### config.mk
export PLATFORM = sky130hd
export DESIGN_NAME = result_writeback
export DESIGN_NICKNAME = d
export VERILOG_FILES = /design/src/rtl/tpu_pkg.sv /design/src/rtl/result_writeback.sv
export SDC_FILE = /design/constraint.sdc
export NUM_CORES = 1
export LEC_CHECK = 0
export BUFFER_PORTS_ARGS = -buffer_cell sky130_fd_sc_hd__buf_2
export CORE_MARGIN = 1
export CORE_UTILIZATION = 53
export CTS_CLUSTER_DIAMETER = 100
export DETAILED_ROUTE_END_ITERATION = 10
export PLACE_DENSITY = 0.77
export SYNTH_ARGS = -nofsm -noshare
export SYNTH_HDL_FRONTEND = slang
export SYNTH_SLANG_ARGS = --single-unit
### constraint.sdc
create_clock -name clk -period 2.45 [get_ports clk]
set_input_delay 0.49 -clock clk [delete_from_list [all_inputs] [get_ports clk]]
set_output_delay 0.49 -clock clk [all_outputs]
set_load 0.02 [all_outputs]
### src/rtl/tpu_pkg.sv
// Shared constants and state encoding for the 2x2 TPU datapath.
// The control unit and the writeback stage both size themselves from these.
package tpu_pkg;

  localparam int ACC_W         = 16;
  localparam int NUM_RES       = 4;
  localparam int BYTES_PER_RES = ACC_W / 8;
  localparam int NUM_BEATS     = NUM_RES * BYTES_PER_RES;
  localparam int BEAT_W        = $clog2(NUM_BEATS);

  typedef enum logic {
    WB_IDLE   = 1'b0,
    WB_STREAM = 1'b1
  } wb_state_e;

endpackage

### src/rtl/result_writeback.sv
// Captures the four MMU results in one cycle and streams them to the host
// one byte per valid/ready beat, least significant byte of c00 first.
module result_writeback #(
  parameter int ACC_W   = tpu_pkg::ACC_W,
  parameter int NUM_RES = tpu_pkg::NUM_RES
) (
  input  logic                    clk,
  input  logic                    rst,
  input  logic                    capture,
  input  logic signed [ACC_W-1:0] c00,
  input  logic signed [ACC_W-1:0] c01,
  input  logic signed [ACC_W-1:0] c10,
  input  logic signed [ACC_W-1:0] c11,
  output logic [7:0]              out_data,
  output logic                    out_valid,
  input  logic                    host_ready,
  output logic                    busy,
  output logic                    done,
  output logic                    overrun
);
  import tpu_pkg::*;

  localparam int BYTES  = ACC_W / 8;
  localparam int NBEATS = NUM_RES * BYTES;
  localparam int BW     = $clog2(NBEATS);
  localparam int BUF_W  = NUM_RES * ACC_W;

  wb_state_e        state_q, state_d;
  logic [BUF_W-1:0] buf_q, buf_d;
  logic [BW-1:0]    beat_q, beat_d;
  logic [BW-1:0]    beat_nxt;
  logic [7:0]       out_data_q, out_data_d;
  logic             out_valid_q, out_valid_d;
  logic             done_q, done_d;
  logic             overrun_q, overrun_d;

  always_comb begin
    state_d     = state_q;
    buf_d       = buf_q;
    beat_d      = beat_q;
    out_data_d  = out_data_q;
    out_valid_d = out_valid_q;
    done_d      = 1'b0;
    overrun_d   = overrun_q;
    beat_nxt    = beat_q + 1'b1;

    case (state_q)
      WB_IDLE: begin
        if (capture) begin
          // c00 sits in the low bits so beat k is simply byte k of the buffer
          buf_d       = {c11, c10, c01, c00};
          beat_d      = '0;
          out_data_d  = c00[7:0];
          out_valid_d = 1'b1;
          state_d     = WB_STREAM;
        end
      end
      WB_STREAM: begin
        if (capture) overrun_d = 1'b1;
        if (host_ready) begin
          if (beat_q == BW'(NBEATS - 1)) begin
            beat_d      = '0;
            out_data_d  = '0;
            out_valid_d = 1'b0;
            done_d      = 1'b1;
            state_d     = WB_IDLE;
          end else begin
            beat_d     = beat_nxt;
            out_data_d = buf_q[{beat_nxt, 3'b000} +: 8];
          end
        end
      end
      default: state_d = WB_IDLE;
    endcase
  end

  always_ff @(posedge clk) begin
    if (rst) begin
      state_q     <= WB_IDLE;
      buf_q       <= '0;
      beat_q      <= '0;
      out_data_q  <= '0;
      out_valid_q <= 1'b0;
      done_q      <= 1'b0;
      overrun_q   <= 1'b0;
    end else begin
      state_q     <= state_d;
      buf_q       <= buf_d;
      beat_q      <= beat_d;
      out_data_q  <= out_data_d;
      out_valid_q <= out_valid_d;
      done_q      <= done_d;
      overrun_q   <= overrun_d;
    end
  end

  assign out_data  = out_data_q;
  assign out_valid = out_valid_q;
  assign busy      = (state_q == WB_STREAM);
  assign done      = done_q;
  assign overrun   = overrun_q;

endmodule

==> results of run 1 <==
-- worst max-delay path by stage --
stage               from          end  slack [ps]  depth (start not counted)
2_1_floorplan  beat_q[0]  out_data[0]         750                          7
3_3_place_gp   beat_q[0]  out_data[4]         550                          4
3_5_place_dp   beat_q[1]  out_data[1]         430                          4
4_1_cts        beat_q[0]  out_data[1]         410                          4
5_1_grt        beat_q[0]  out_data[5]         260                          5
6_report       beat_q[0]  out_data[1]         410                          4
-- cell usage after synthesis (all sizes together) --
master and count:
nor2 13, nor3 2, o21a 8, dfxtp 79, nand3 5, nor4 8
mux4 8, nor3b 8, clkbuf 12, o21ai 1, a22oi 8, ha 2
a21oi 77, nand2 130, nor2b 3, mux2i 16, nand2b 1, buf 20
-- state kept, by name (all words and copies together) (netlist names) --
| register | cells |
|---|---|
| buf_q | 64 |
| out_data | 8 |
| out_valid | 1 |
| beat_q | 3 |
| busy | 1 |
| done | 1 |
| overrun | 1 |
-- layout make-up --
class                      count  area [um2]
clock buffer                  11         141
clock inverter                 5        81.3
fill                         539        2040
multi-input combinational    290        1620
sequential                    79        1580
tap                           75        93.8
timing repair buffer          86         473
-- cell families (layout without fill, tap and decap cells) --
family,after synthesis,count (layout),synth area share (%)
fa+ha+maj,2,2,0.745
mux,24,24,10.8
compound gates,94,94,15.2
buf+inv,32,102,5.14
flops,79,79,47.1
simple gates,170,170,21.0
-- stage by stage --
step	hold WS [ps]	utilization, %	setup WS [ps]	cell area [um2]
6_report	361	66.2	411	3990
5_1_grt	359	66.2	262	3990
4_1_cts	349	66.2	410	3990
3_5_place_dp	446	62.5	432	3760
3_3_place_gp	439	62.5	546	3760
2_1_floorplan	432	-	749	3360
-- layer usage --
layer	global-route usage, %	routed length, um	vias to the layer above	part of all wire, %
met5	0	0	-	0
met4	13.7	227	0	2.9
met3	6.44	393	19	5.0
met2	41.8	3830	95	49
met1	30.7	3420	1386	43
li1	-	-	1491	-
-- worst max-delay path, stage by stage (launching register included) --
cell     delay, ps
dfxtp_1        320
ha_1           610
mux4_1         650
nor3b_1        210
nor4_1          80
-- power groups by stage --
stage | Clock (uW) | Sequential [uW] | Combinational [uW]
final | 1080 | 1400 | 366
after global routing | 1140 | 1410 | 407
after CTS | 1100 | 1400 | 368
after detailed placement | 0 | 1430 | 366
after global placement | 0 | 1430 | 355
after floorplan | 0 | 1440 | 227
==> out/metrics.yaml, run 1 <==
grt-ovfl-total: 0
cts-root-buf: "clkbuf_8"
timing.fmax_mhz: 491
cp.arrival_ps: 2240
internal_power_uw: 2120
start_util_pct: 55.8
p_per_area_nw_per_um2: 715
rsz0062_at_grt: "no"
ir_worst_vdd_uv: 469
first_pass_iters: 4
portBuffers: 79
cts_max_level: 3
nNetsFinal: 536
ys_warn_count: 0
syn-num-nets: 471
syn_area_um2: 3360
synth_seq_area_share_pct: 47.1
hold_depth: 3
final_cells: 546
wl_per_cell_um: 14.4
ys_ff_latch: 79
power_leakage_uw: 0.00163
cts_made_buffers: 9
r2r-end: "out_data[1]"
area_growth_pct: 18.7
cp_data_required_time_ps: 2650
final_cell_mix: "nand2_1, dfxtp_1, buf_2"
drtAntennaViolNets: 0
synth_top_area_cell: "dfxtp_1"
antenna_found_initial: 0
pwr-share-clk_pct: 37.9
die_height_um: 81.6
clock_path_buffers: 2
hold_class: "in -> reg"
avgSynthCellArea_um2: 8.38
end_kind: "flip-flop"
grt_pass1_vias: 2803
coreArea_um2: 6030
p_seq_share_pct: 49.2
power.total_uw: 2850
antenna_cells: 0
switching_share_pct: 25.8
p_sw_uw: 735
status: "finished clean"
routed_wl_mm: 7.87
vias_per_cell: 5.48
synth_cell_types: 23
path_max_fanout: 11
cts_resized: 0
synth_top_area_share_pct: 47.1
holdBufCountCts: 0
worst_pin_slew_ps: 806
r2r_cells: 4
cts_setup_buffers: 0
setup_tns_ps: 0
slew_headroom_pct: 46.2
grt_usage_pct: 25.5
hold_end: "buf_q[33]"
maxCapViolCount: 0
dr.first_iter.drc_count: 258
dieWidth_um: 81.6
skew_ps: 9.14
cts_tree: "done"
grt_pass1_wl_mm: 12.7
period_minus_slack_ps: 2040
crit_type: "reg -> reg"
fin_crit_sh_pct: 83.2
drive_gt1_share_pct: 22.3
synth_cells: 401
place_inst: 530
path_clk_slew_ps: 80
die_area_um2: 6660
rrSetupSlack_ps: 410
yosys-top-cells-area: "dfxtp_1, nand2_1, a21oi_1"
cp-start-kind: "flip-flop"
hold_viol_final: 0
pwr-share-comb_pct: 12.8
dp_hpwl_mm: 5.41
grt_max_degree: 66
final_common_cell: "nand2_1"
clkSinkCount: 79
min_from: "c10[1]"
drc: 0
top_level_ports: 80
slew_violations: 0
via_count: 2991
setup_violations: 0
gp_congestion: 0.848
clock_latency_ps: 360
std_cell_rows: 28
reg2reg_from: "beat_q[0]"
Power figures use the tool's default switching activity.
==> run 2, diff against run 1 <==
- CORE_UTILIZATION: 53 -> 48
- PLACE_DENSITY: 0.77 -> 0.74
- clock period: 2.45 -> 1.8 ns (I/O delays scaled with it)
==> run 2 against run 1 <==
Net effect:
- maximum frequency rose by 16%
- critical path type unchanged
- sequential share of layout area shrank 0.84 points
- core utilization is 6.2 points lower
==> out/metrics.yaml, run 2 (synthesis gave the netlist of run 1 again) <==
status: "finished clean"
clock_path_buffers: 2  # unchanged
die_height_um: 85.7  # +5.0%
cp-start-kind: "flip-flop"
top_layer: "met4"
p_per_area_nw_per_um2: 892  # +25%
clock_latency_ps: 350  # about the same
setup_tns_ps: 0  # unchanged
fin_crit_sh_pct: 97.7  # +14 points
nNetsFinal: 543  # +1.3%
top_level_ports: 80  # unchanged
cts_setup_buffers: 0  # unchanged
end_kind: "flip-flop"
gp_congestion: 0.881  # +3.9%
cts_tree: "done"
cp.arrival_ps: 1980  # -260 ps
hold_viol_final: 0  # unchanged
wl_met1_mm: 3.65  # +6.5%
ir_worst_vdd_uv: 501  # +6.8%
antenna_cells: 0  # unchanged
skew_ps: 7.82  # -1.32 ps
routed_wl_mm: 7.67  # -2.6%
setup_slack_ps: 42.1  # -369 ps
drive_gt1_share_pct: 24.7  # +2.4 points
grt_max_degree: 36  # -45%
fill_cells: 639  # +19%
grt-ovfl-total: 0  # unchanged
slew_headroom_pct: 71.9  # +26 points
maxCapViolCount: 0  # unchanged
drtAntennaViolNets: 0  # unchanged
power_leakage_uw: 0.00166  # +1.9%
dr.first_iter.drc_count: 126  # -51%
dieWidth_um: 85.7  # +5.0%
std_cell_rows: 30  # +7.1%
rrSetupSlack_ps: 40  # -370 ps
rsz0062_at_grt: "yes"
worst_pin_slew_ps: 420  # -386 ps
crit_type: "reg -> reg"
crit_cells: 5  # +1
hold_class: "in -> reg"
area_growth_pct: 21.2
final_cell_mix: "nand2_1, dfxtp_1, buf_2"
regMostFlops: "buf_q"
period_minus_slack_ps: 1760  # -281 ps
grt_pass1_wl_mm: 12.8  # about the same
setup_violations: 0  # unchanged
cts_made_buffers: 9  # unchanged
portBuffers: 79  # unchanged
coreArea_um2: 6790  # +13%
power.total_uw: 3630  # +27%
first_pass_iters: 4  # unchanged
dp_hpwl_mm: 5.50  # +1.6%
path_clk_slew_ps: 80  # about the same
place_ws_ps: -20.6  # -453 ps
largest_reg_flops: 64  # unchanged
cp_data_required_time_ps: 2020  # -630 ps
wl_per_cell_um: 13.4  # -7.1%
antenna_found_initial: 0  # unchanged
vias_per_cell: 5.13  # -6.3%
crit_family: "multiplexers"
path_max_fanout: 8  # -3
start_util_pct: 49.4  # -6.3 points
hold_depth: 3  # unchanged
slowest_delay_ps: 560  # -90 ps
grt_pass1_vias: 2696  # -3.8%
wl_met2_mm: 3.58  # -6.4%
die_area_um2: 7340  # +10%
cts_max_level: 3  # unchanged
grt_usage_pct: 22.2  # -3.3 points
crit_buf_inv: 1  # +1
crit_path_top_delay_cell: "mux4_1"
slew_violations: 0  # unchanged
dr_wl_met3_um: 285  # -27%
via_count: 2940  # -1.7%
r2r_cells: 5  # +1
path_cells: "ha_1 > buf_12 > mux4_1 > nor3b_1 > nor4_1"
final_common_cell: "nand2_1"
clkSinkCount: 79  # unchanged
cts-root-buf: "clkbuf_8"
drc: 0  # unchanged
timing.fmax_mhz: 569  # +16%
-- run 2: layout make-up --
cell class,count,area (um2),share of cell area (%)
clock buffers,12,165,4.06
clock inverters,3,17.5,0.430
multi-input cells,290,1640,40.2
flip-flops and latches,79,1580,38.8
well taps,96,120,2.95
repair buffers,93,551,13.5
-- run 2: worst paths after layout --
path	startpoint	end
max reg2reg	beat_q[0]	out_data[1]
max	beat_q[0]	out_data[1]
min	c11[13]	buf_q[61]
min reg2reg	buf_q[48]	buf_q[48]
-- run 2: worst min-delay path, stage by stage --
cell	delay [ps]
buf_2	100
nand2_1	40
a21oi_1	50
-- run 2: where the power goes --
| group | leakage [uW] | internal (uW) | switching, uW | total, uW |
|---|---|---|---|---|
| clock network | 0.0000942 | 601 | 603 | 1200 |
| registers | 0.000649 | 1850 | 60.8 | 1910 |
| logic | 0.000921 | 228 | 287 | 514 |
-- run 2: metal layers --
layer	track usage, %	vias to the layer above
met4	10.3	0
met5	0	-
met3	3.75	15
met1	29.7	1338
met2	35.3	78
li1	-	1509
-- run 2: metrics by stage --
step	hold WS [ps]	std cells	util (%)	instance area, um2
final	237	573	59.9	4070
after global routing	238	573	59.9	4070
after CTS	219	573	59.7	4060
after detailed placement	445	558	56.9	3870
after global placement	441	558	56.9	3870
after floorplan	432	401	-	3360
-- run 2: timing repair --
item,4_1_cts,5_1_grt
endpoints found under the hold margin,0,0
hold buffers,0,0
resized for setup,2,4
setup endpoints to repair,7,8
